**src/rtl/imem_loader_if.sv**
```systemverilog
// imem_loader_if
//   Groups the byte-stream handshake and the imem write port of the
//   instruction-memory loader.
//   Stream : in_valid, in_data (producer -> loader), in_ready (loader -> producer)
//   Memory : mem_we, mem_addr, mem_wdata (loader -> imem)
//   Modports: master = stream producer / imem side, slave = the loader.
interface imem_loader_if;
  logic        in_valid;
  logic [7:0]  in_data;
  logic        in_ready;
  logic        mem_we;
  logic [31:0] mem_addr;
  logic [31:0] mem_wdata;

  modport master (
    output in_valid,
    output in_data,
    input  in_ready,
    input  mem_we,
    input  mem_addr,
    input  mem_wdata
  );

  modport slave (
    input  in_valid,
    input  in_data,
    output in_ready,
    output mem_we,
    output mem_addr,
    output mem_wdata
  );
endinterface

```
**src/rtl/imem_loader.sv**
```systemverilog
// imem_loader
//   Byte-stream programmer for the instruction memory. Receives a frame
//   LEN_LO, LEN_HI (word count N), 4*N data bytes (little-endian words) and
//   an XOR checksum of the data bytes, and writes each word to imem.
//   The core is held in reset while a load is in progress, and after a
//   failed load until the next start or reset.
// Ports
//   clk, reset : clock, synchronous active-high reset
//   start      : begin a load (sampled in IDLE only)
//   bus        : stream handshake + imem write port (slave modport)
//   cpu_hold   : hold the core in reset
//   busy       : load in progress
//   done       : sticky, last load completed with a good checksum
//   err        : sticky, last load failed (length, checksum or timeout)
module imem_loader #(
  parameter int DEPTH_WORDS    = 64,
  parameter int TIMEOUT_CYCLES = 1000000
) (
  input  logic            clk,
  input  logic            reset,
  input  logic            start,
  imem_loader_if.slave    bus,
  output logic            cpu_hold,
  output logic            busy,
  output logic            done,
  output logic            err
);

  typedef enum logic [2:0] {
    S_IDLE   = 3'd0,
    S_LEN_LO = 3'd1,
    S_LEN_HI = 3'd2,
    S_DATA   = 3'd3,
    S_WRITE  = 3'd4,
    S_CSUM   = 3'd5
  } state_t;

  state_t      state_r;
  logic [15:0] len_r;
  logic [15:0] word_idx_r;
  logic [1:0]  byte_idx_r;
  logic [7:0]  csum_r;
  logic [31:0] idle_cnt_r;

  logic        accept_s;
  logic [15:0] len_full_s;
  logic        len_bad_s;
  logic        timeout_s;

  // Running checksum: XOR of every data byte.
  function automatic logic [7:0] csum_next(input logic [7:0] acc, input logic [7:0] b);
    return acc ^ b;
  endfunction

  // Handshake, length check and idle-timeout decode.
  assign accept_s   = bus.in_valid & bus.in_ready;
  assign len_full_s = {bus.in_data, len_r[7:0]};
  assign len_bad_s  = ({16'd0, len_full_s} > 32'(DEPTH_WORDS));
  // Fires on the cycle whose edge would make the idle count reach the limit.
  assign timeout_s  = (TIMEOUT_CYCLES != 0) && (idle_cnt_r == 32'(TIMEOUT_CYCLES - 1));

  // Load FSM; every output is a register updated alongside the state.
  always_ff @(posedge clk) begin
    if (reset) begin
      state_r       <= S_IDLE;
      len_r         <= 16'd0;
      word_idx_r    <= 16'd0;
      byte_idx_r    <= 2'd0;
      csum_r        <= 8'd0;
      idle_cnt_r    <= 32'd0;
      bus.in_ready  <= 1'b0;
      bus.mem_we    <= 1'b0;
      bus.mem_addr  <= 32'd0;
      bus.mem_wdata <= 32'd0;
      cpu_hold      <= 1'b0;
      busy          <= 1'b0;
      done          <= 1'b0;
      err           <= 1'b0;
    end else begin
      case (state_r)
        S_IDLE: begin
          bus.in_ready <= 1'b0;
          bus.mem_we   <= 1'b0;
          if (start) begin
            state_r      <= S_LEN_LO;
            bus.in_ready <= 1'b1;
            cpu_hold     <= 1'b1;
            busy         <= 1'b1;
            done         <= 1'b0;
            err          <= 1'b0;
            word_idx_r   <= 16'd0;
            byte_idx_r   <= 2'd0;
            csum_r       <= 8'd0;
            idle_cnt_r   <= 32'd0;
          end else begin
            idle_cnt_r <= 32'd0;
          end
        end

        S_LEN_LO: begin
          if (accept_s) begin
            len_r[7:0] <= bus.in_data;
            idle_cnt_r <= 32'd0;
            state_r    <= S_LEN_HI;
          end else if (timeout_s) begin
            err          <= 1'b1;
            busy         <= 1'b0;
            bus.in_ready <= 1'b0;
            idle_cnt_r   <= 32'd0;
            state_r      <= S_IDLE;
          end else begin
            idle_cnt_r <= idle_cnt_r + 32'd1;
          end
        end

        S_LEN_HI: begin
          if (accept_s) begin
            len_r[15:8] <= bus.in_data;
            idle_cnt_r  <= 32'd0;
            if (len_bad_s) begin
              err          <= 1'b1;
              busy         <= 1'b0;
              bus.in_ready <= 1'b0;
              state_r      <= S_IDLE;
            end else if (len_full_s == 16'd0) begin
              state_r <= S_CSUM;
            end else begin
              state_r <= S_DATA;
            end
          end else if (timeout_s) begin
            err          <= 1'b1;
            busy         <= 1'b0;
            bus.in_ready <= 1'b0;
            idle_cnt_r   <= 32'd0;
            state_r      <= S_IDLE;
          end else begin
            idle_cnt_r <= idle_cnt_r + 32'd1;
          end
        end

        S_DATA: begin
          if (accept_s) begin
            bus.mem_wdata[{byte_idx_r, 3'b000} +: 8] <= bus.in_data;
            csum_r     <= csum_next(csum_r, bus.in_data);
            byte_idx_r <= byte_idx_r + 2'd1;
            idle_cnt_r <= 32'd0;
            if (byte_idx_r == 2'd3) begin
              // Word complete: present it to imem for exactly one cycle.
              state_r      <= S_WRITE;
              bus.in_ready <= 1'b0;
              bus.mem_we   <= 1'b1;
              bus.mem_addr <= {14'd0, word_idx_r, 2'b00};
            end else begin
              state_r <= S_DATA;
            end
          end else if (timeout_s) begin
            err          <= 1'b1;
            busy         <= 1'b0;
            bus.in_ready <= 1'b0;
            idle_cnt_r   <= 32'd0;
            state_r      <= S_IDLE;
          end else begin
            idle_cnt_r <= idle_cnt_r + 32'd1;
          end
        end

        S_WRITE: begin
          bus.mem_we   <= 1'b0;
          bus.in_ready <= 1'b1;
          word_idx_r   <= word_idx_r + 16'd1;
          idle_cnt_r   <= 32'd0;
          if (word_idx_r == (len_r - 16'd1)) begin
            state_r <= S_CSUM;
          end else begin
            state_r <= S_DATA;
          end
        end

        S_CSUM: begin
          if (accept_s) begin
            if (bus.in_data == csum_r) begin
              done     <= 1'b1;
              cpu_hold <= 1'b0;
            end else begin
              // Core stays held so it never runs a corrupt image.
              err <= 1'b1;
            end
            busy         <= 1'b0;
            bus.in_ready <= 1'b0;
            idle_cnt_r   <= 32'd0;
            state_r      <= S_IDLE;
          end else if (timeout_s) begin
            err          <= 1'b1;
            busy         <= 1'b0;
            bus.in_ready <= 1'b0;
            idle_cnt_r   <= 32'd0;
            state_r      <= S_IDLE;
          end else begin
            idle_cnt_r <= idle_cnt_r + 32'd1;
          end
        end

        default: begin
          state_r      <= S_IDLE;
          bus.in_ready <= 1'b0;
          bus.mem_we   <= 1'b0;
          busy         <= 1'b0;
        end
      endcase
    end
  end

endmodule
```
**src/flat_wrapper.sv**
```systemverilog
// flat-port wrapper written by rule: the top's interface ports become plain ports
module imem_loader_flat 
#(
  parameter int DEPTH_WORDS    = 64,
  parameter int TIMEOUT_CYCLES = 1000000
)
  (clk, reset, start, cpu_hold, busy, done, err, bus_in_valid, bus_in_data, bus_in_ready, bus_mem_we, bus_mem_addr, bus_mem_wdata);
  imem_loader_if bus_i ();
  input  logic clk;
  input  logic reset;
  input  logic start;
  output logic cpu_hold;
  output logic busy;
  output logic done;
  output logic err;
  input wire logic [$bits(bus_i.in_valid)-1:0] bus_in_valid;
  input wire logic [$bits(bus_i.in_data)-1:0] bus_in_data;
  output wire logic [$bits(bus_i.in_ready)-1:0] bus_in_ready;
  output wire logic [$bits(bus_i.mem_we)-1:0] bus_mem_we;
  output wire logic [$bits(bus_i.mem_addr)-1:0] bus_mem_addr;
  output wire logic [$bits(bus_i.mem_wdata)-1:0] bus_mem_wdata;
  assign bus_i.in_valid = bus_in_valid;
  assign bus_i.in_data = bus_in_data;
  assign bus_in_ready = bus_i.in_ready;
  assign bus_mem_we = bus_i.mem_we;
  assign bus_mem_addr = bus_i.mem_addr;
  assign bus_mem_wdata = bus_i.mem_wdata;
  imem_loader #(.DEPTH_WORDS(DEPTH_WORDS), .TIMEOUT_CYCLES(TIMEOUT_CYCLES)) u_core (.clk(clk), .reset(reset), .start(start), .bus(bus_i), .cpu_hold(cpu_hold), .busy(busy), .done(done), .err(err));
endmodule
```
**config.mk**
```make
export PLATFORM = sky130hd
export DESIGN_NAME = imem_loader_flat
export DESIGN_NICKNAME = d
export VERILOG_FILES = /design/src/rtl/imem_loader_if.sv /design/src/rtl/imem_loader.sv /design/src/flat_wrapper.sv
export SDC_FILE = /design/constraint.sdc
export NUM_CORES = 1
export LEC_CHECK = 0
export BUFFER_PORTS_ARGS = -buffer_cell sky130_fd_sc_hd__buf_2
export CAP_MARGIN = 40
export CORE_MARGIN = 2
export CORE_UTILIZATION = 58
export CTS_CLUSTER_DIAMETER = 30
export DETAILED_ROUTE_END_ITERATION = 16
export PLACE_DENSITY = 0.8
export SLEW_MARGIN = 20
export SYNTH_ARGS = -nofsm -noshare
export SYNTH_HDL_FRONTEND = slang
export SYNTH_SLANG_ARGS = --single-unit
```
**constraint.sdc**
```tcl
create_clock -name clk -period 2.75 [get_ports clk]
set_clock_uncertainty 0.1 [all_clocks]
set_input_delay 0.55 -clock clk [delete_from_list [all_inputs] [get_ports clk]]
set_output_delay 0.55 -clock clk [all_outputs]
set_load 0.03 [all_outputs]
```
==> impl_metrics.tcl, run 1 <==
set metrics [dict create \
    status "finished, final reports clean" \
    n_antenna_cell 0 \
    coreArea_um2 10900 \
    vias 6151 \
    hold_violations 0 \
    dieArea_um2 12200 \
    wl_per_cell_um 16.2 \
    ys_warn_count 0 \
    drive_gt1_share_pct 15.0 \
    leakage_nw 2.83 \
    vias_per_cell 5.90 \
    rsz0062_at_grt "false" \
    synth-seq-cells 131 \
    crit_required_ns 2.96 \
    gp_congestion 0.937 \
    synth_top_area_cell "dfxtp_1" \
    hold_buffers 0 \
    die_h_um 110 \
    synth-edff-count 0 \
    critPathMaxFanout 16 \
    cts-root-buf "clkbuf_16" \
    firstDrtPassIters 5 \
    fin_crit_ns 2.56 \
    startpoint_type "flip-flop" \
    grt_usage_pct 29.0 \
    netlist_top_cells_count "131 x dfxtp_1, 114 x nand2_1, 85 x a21oi_1, 82 x nor2_1, 61 x nand3_1" \
    cts_tree "built" \
    htree_levels 4 \
    syn_inst 835 \
    numPortBuffers 65 \
    cts_resized 0 \
    drt_drc_violations_left 0 \
    ant_nets 0 \
    post-route-cell-area_um2 7530 \
    clock_path_buffers 2 \
    synthFlopType "dfxtp_1" \
    cp.arrival_ns 2.77 \
    clk-insertion-delay-late_ns 0.42 \
    dpl-instance-area_um2 6920 \
    grt_pass1_wl_mm 27.3 \
    power.total_w 0.00454 \
    yosys.area.top_type_share_pct 40.0 \
    synthToLayoutAreaGrowth_pct 15.0 \
    grt_max_degree 42 \
    preCtsSetupSlack_ns 0.227 \
    setup_violations 0 \
    num_rows 38 \
    yosysMostFrequentCell "dfxtp_1" \
    drt-total-wl_mm 16.8 \
    fmax_ghz 0.391 \
    die_w_um 110 \
    whs_ns 0.347 \
    async_flop_share_pct 0 \
    end_kind "flip-flop" \
    timing.final.ws_setup_ns 0.193 \
    antenna_found_initial 0 \
    critical_path_class "flip-flop to flip-flop" \
    synth_top_cells_by_area "dfxtp_1 40%, nand2_1 6.5%, a21oi_1 6.5%" \
    drv_cap 0 \
    grt_pass1_vias 5746 \
    synth.distinct_cells 63 \
    max-slew-margin-rel_pct 44.5 \
    cts_buffers 17 \
    start_util_pct 59.9 \
    clkSlewWorstSetupHoldPaths_ns 0.06 \
    fin_crit_sh_pct 93.0 \
    dp_hpwl_mm 11.4 \
    synth_seq_area_share_pct 40.0 \
    cts_sinks 131 \
    grt-ovfl-total 0 \
    finalSetupTns_ns 0 \
    ir_drop_v 0.000458 \
    nets 911 \
    drt-initial-drc-count 734 \
    postCtsSetupBuffers 0 \
    drv_slew 0 \
    hold_path.class "flip-flop to flip-flop" \
    worstMarginPinSlew_ns 0.833 \
    io_pins 82 \
    syn_area_um2 6550 \
    cellPowerDensity_nw_per_um2 602 \
    syn_area_per_cell_um2 7.85 \
]
report_power, final:
part           switching (W)  internal [W]  total [W]  leakage, nW
clock network       0.000814       0.00151    0.00232        0.300
logic               0.000200     0.0000859   0.000286         1.48
registers          0.0000183       0.00191    0.00193         1.06
cell usage in the layout, fill, tap and decap left out, drive strengths merged, types with 4 or more instances in the layout:
cell type	netlist	routed
dfxtp	131	131
nand2	114	114
buf	22	89
a21oi	85	85
nor2	83	83
nand3	61	61
o21ai	35	35
xnor2	33	33
nor3	21	21
clkbuf	46	21
inv	20	20
xor2	20	20
conb	1	16
and3	16	16
nand4	15	15
a22oi	13	13
nor4	13	13
or3	10	10
mux2i	9	9
ha	9	9
or4	6	6
and2	5	5
a31oi	5	5
nand2b	5	5
o22ai	5	5
clkinv	0	5
a311oi	4	4
a211oi	4	4
nor3b	4	4
or2	4	4
critical path: stages (launching register included):
cell and delay (ns):
dfxtp_1 0.36, or4_1 0.51, or4_4 0.52, o31ai_4 0.35
or2_1 0.17, a21o_1 0.15, buf_4 0.21, nor2_1 0.07
routing by layer:
| layer | up-vias | track usage [%] | wire length [µm] |
|---|---|---|---|
| met3 | 43 | 8.70 | 1250 |
| met2 | 226 | 47.2 | 8110 |
| met1 | 2896 | 35.0 | 7080 |
| met4 | 0 | 13.9 | 409 |
| li1 | 2986 | - | - |
| met5 | - | 0 | 0 |
registers in the layout, summed over array words and instances (netlist names):
name / cells
u_core.bus.mem_wdata: 32
u_core.idle_cnt_r: 32
u_core.bus.mem_addr: 16
u_core.len_r: 16
u_core.word_idx_r: 16
u_core.csum_r: 8
u_core.state_r: 3
u_core.byte_idx_r: 2
u_core.bus.in_ready: 1
u_core.bus.mem_we: 1
u_core.busy: 1
u_core.cpu_hold: 1
u_core.done: 1
u_core.err: 1
cell families after synthesis:
group           share of synthesized area [%]
flops                                    40.0
compound gates                           15.4
simple gates                             27.1
fa+ha+maj                                1.72
xor+xnor                                 7.43
mux                                      1.55
buf+inv                                  6.74
other cells                            0.0572
per-stage QoR:
step                cells  util, %
detailed placement   1011     63.3
global route         1042     68.9
CTS                  1042     68.9
finish               1042     68.9
global placement     1011     63.3
floorplan             850        -
final timing paths:
| kind | from | endpoint | slack, ns | depth (start not counted) |
|---|---|---|---|---|
| setup reg to reg | u_core.idle_cnt_r[10] | u_core.idle_cnt_r[21] | 0.19 | 7 |
| setup / recovery | u_core.idle_cnt_r[10] | u_core.idle_cnt_r[21] | 0.19 | 7 |
| hold reg to reg | u_core.bus.mem_wdata[8] | u_core.bus.mem_wdata[8] | 0.35 | 2 |
| hold / removal | u_core.bus.mem_wdata[8] | u_core.bus.mem_wdata[8] | 0.35 | 2 |
final cells by class:
class | count | area (µm²)
Sequential cell | 131 | 2620
Tap cell | 140 | 175
Inverter | 20 | 75.1
Fill cell | 885 | 3400
Clock buffer | 21 | 480
Timing Repair Buffer | 89 | 505
Clock inverter | 10 | 130
Multi-Input combinational cell | 631 | 3540
No activity file was read; power rests on OpenSTA's default activity.
==> run 2, diff against run 1 <==
==> constraint.sdc (replaced) <==
create_clock -name clk -period 2.45 [get_ports clk]
set_clock_uncertainty 0.1 [all_clocks]
set_input_delay 0.49 -clock clk [delete_from_list [all_inputs] [get_ports clk]]
set_output_delay 0.49 -clock clk [all_outputs]
set_load 0.03 [all_outputs]
==> impl_metrics.tcl, run 2 (synthesis gave the netlist of run 1 again) <==
set metrics [dict create \
    drv_slew 0 \
    seq_area_um2 2620 \
    worstMarginPinSlew_ns 0.675 \
    cts_buffers 17 \
    r2r_slack_ns 0.05 \
    drt-initial-drc-count 847 \
    dp_hpwl_mm 11.6 \
    final_common_cell "dfxtp_1" \
    drive_gt1_share_pct 17.1 \
    top_regs "u_core.bus.mem_wdata (32), u_core.idle_cnt_r (32)" \
    final_cell_mix "131 x dfxtp_1, 114 x nand2_1, 85 x a21oi_1" \
    wl_met3_mm 1.32 \
    r2r_cells 7 \
    startpoint_type "flip-flop" \
    leakage_nw 2.96 \
    max-slew-margin-rel_pct 54.7 \
    hold_start "start" \
    gp_congestion 0.937 \
    num_rows 38 \
    post-route-cell-area_um2 7740 \
    die_h_um 110 \
    antenna_found_initial 0 \
    cp_slowest_cell "or4_1" \
    n_antenna_cell 0 \
    multiInputGateArea_um2 3580 \
    cts-root-buf "clkbuf_16" \
    nets 934 \
    cp.arrival_ns 2.61 \
    timing.final.ws_setup_ns 0.0500 \
    start_util_pct 59.9 \
    grt_usage_pct 28.5 \
    min_path_cells 3 \
    grt_pass1_wl_mm 26.8 \
    firstDrtPassIters 6 \
    htree_levels 4 \
    dp.cells 1032 \
    fmax_ghz 0.417 \
    hold_violations 0 \
    wl_per_cell_um 16.1 \
    dieArea_um2 12200 \
    final_cells 1066 \
    fin_util_pct 70.8 \
    coreArea_um2 10900 \
    critical_path_class "flip-flop to flip-flop" \
    grt_pass1_vias 5686 \
    vias_per_cell 5.92 \
    cts_tree "built" \
    setup_violations 0 \
    preCtsSetupSlack_ns -0.00863 \
    max_stage_delay_ns 0.54 \
    hold_path.class "input port to flip-flop" \
    clock_path_buffers 2 \
    end_kind "flip-flop" \
    vias 6313 \
    critPathMaxFanout 13 \
    cellPowerDensity_nw_per_um2 638 \
    crit_chain "or4_1 > or4_4 > o31ai_4 > or2_1 > a21o_4 > clkbuf_16 > nor2_1" \
    whs_ns 0.342 \
    fin_crit_sh_pct 98.0 \
    dpl-instance-area_um2 7090 \
    io_pins 82 \
    top_layer_used "met4" \
    postCtsSetupBuffers 0 \
    wl_met1_mm 7.11 \
    rr_endpoint "u_core.idle_cnt_r[12]" \
    grt_max_degree 46 \
    cts_sinks 131 \
    drt_drc_violations_left 0 \
    clkSlewWorstSetupHoldPaths_ns 0.05 \
    ir_drop_v 0.000565 \
    min_to "u_core.err" \
    synthToLayoutAreaGrowth_pct 18.1 \
    status "finished, final reports clean" \
    drt-total-wl_mm 17.2 \
    nFillCells 865 \
    crit_required_ns 2.66 \
    ant_nets 0 \
    drv_cap 0 \
    die_w_um 110 \
    numPortBuffers 65 \
    clk-insertion-delay-late_ns 0.42 \
    wl_met2_mm 8.43 \
    timing.rr.start "u_core.idle_cnt_r[8]" \
    grt-ovfl-total 0 \
    fin_crit_ns 2.40 \
]
-- run 2: metal layers --
layer / track usage [%] / vias up
met5: 0 / -
met4: 10.1 / 0
met3: 8.23 / 36
met2: 48.2 / 273
met1: 34.6 / 2976
li1: - / 3028
-- run 2: where the power goes --
group          total, W  switching [W]  internal, W
clock           0.00241       0.000886      0.00152
sequential      0.00216      0.0000161      0.00215
combinational  0.000364       0.000240     0.000123
-- run 2: worst max-delay path: cells and delay by family, from the launching register on --
kind | cells | cell delay [ns]
and+or+nand+nor | 4 | 1.30
AOI/OAI and AO/OA | 2 | 0.40
DFF | 1 | 0.30
buffers and inverters | 1 | 0.18
-- run 2: stage by stage --
stage / total power [W] / TNS [ns]
after floorplan: 0.00247 / 0
after global placement: 0.00253 / 0
after detailed placement: 0.00254 / -0.00863
after CTS: 0.00493 / 0
after global routing: 0.00509 / -0.0179
final: 0.00494 / 0
-- run 2: worst max-delay path by stage --
stage	startpoint	slack (ns)	cells after the start	endpoint
after floorplan	u_core.idle_cnt_r[10]	0.07	8	u_core.idle_cnt_r[12]
after global placement	u_core.len_r[2]	0.13	6	u_core.state_r[1]
after detailed placement	u_core.len_r[2]	-0.009	6	u_core.state_r[1]
after CTS	u_core.idle_cnt_r[8]	0.05	7	u_core.idle_cnt_r[23]
after global routing	u_core.idle_cnt_r[12]	-0.009	6	u_core.idle_cnt_r[25]
final	u_core.idle_cnt_r[8]	0.05	7	u_core.idle_cnt_r[12]
-- run 2: final cells by class --
type	count	share of cell area, %
clock inverter	4	0.582
clock buffer	28	6.68
sequential	131	33.9
tap	140	2.26
multi-input combinational	631	46.2
inverter	20	0.970
timing repair buffer	112	9.38
-- run 2: timing repair --
item | in CTS | in global routing
setup endpoints to repair | 2 | 11
gates resized for setup | 1 | 7
pin swaps | 0 | 2
cloned | 0 | 2
hold buffers | 0 | 0
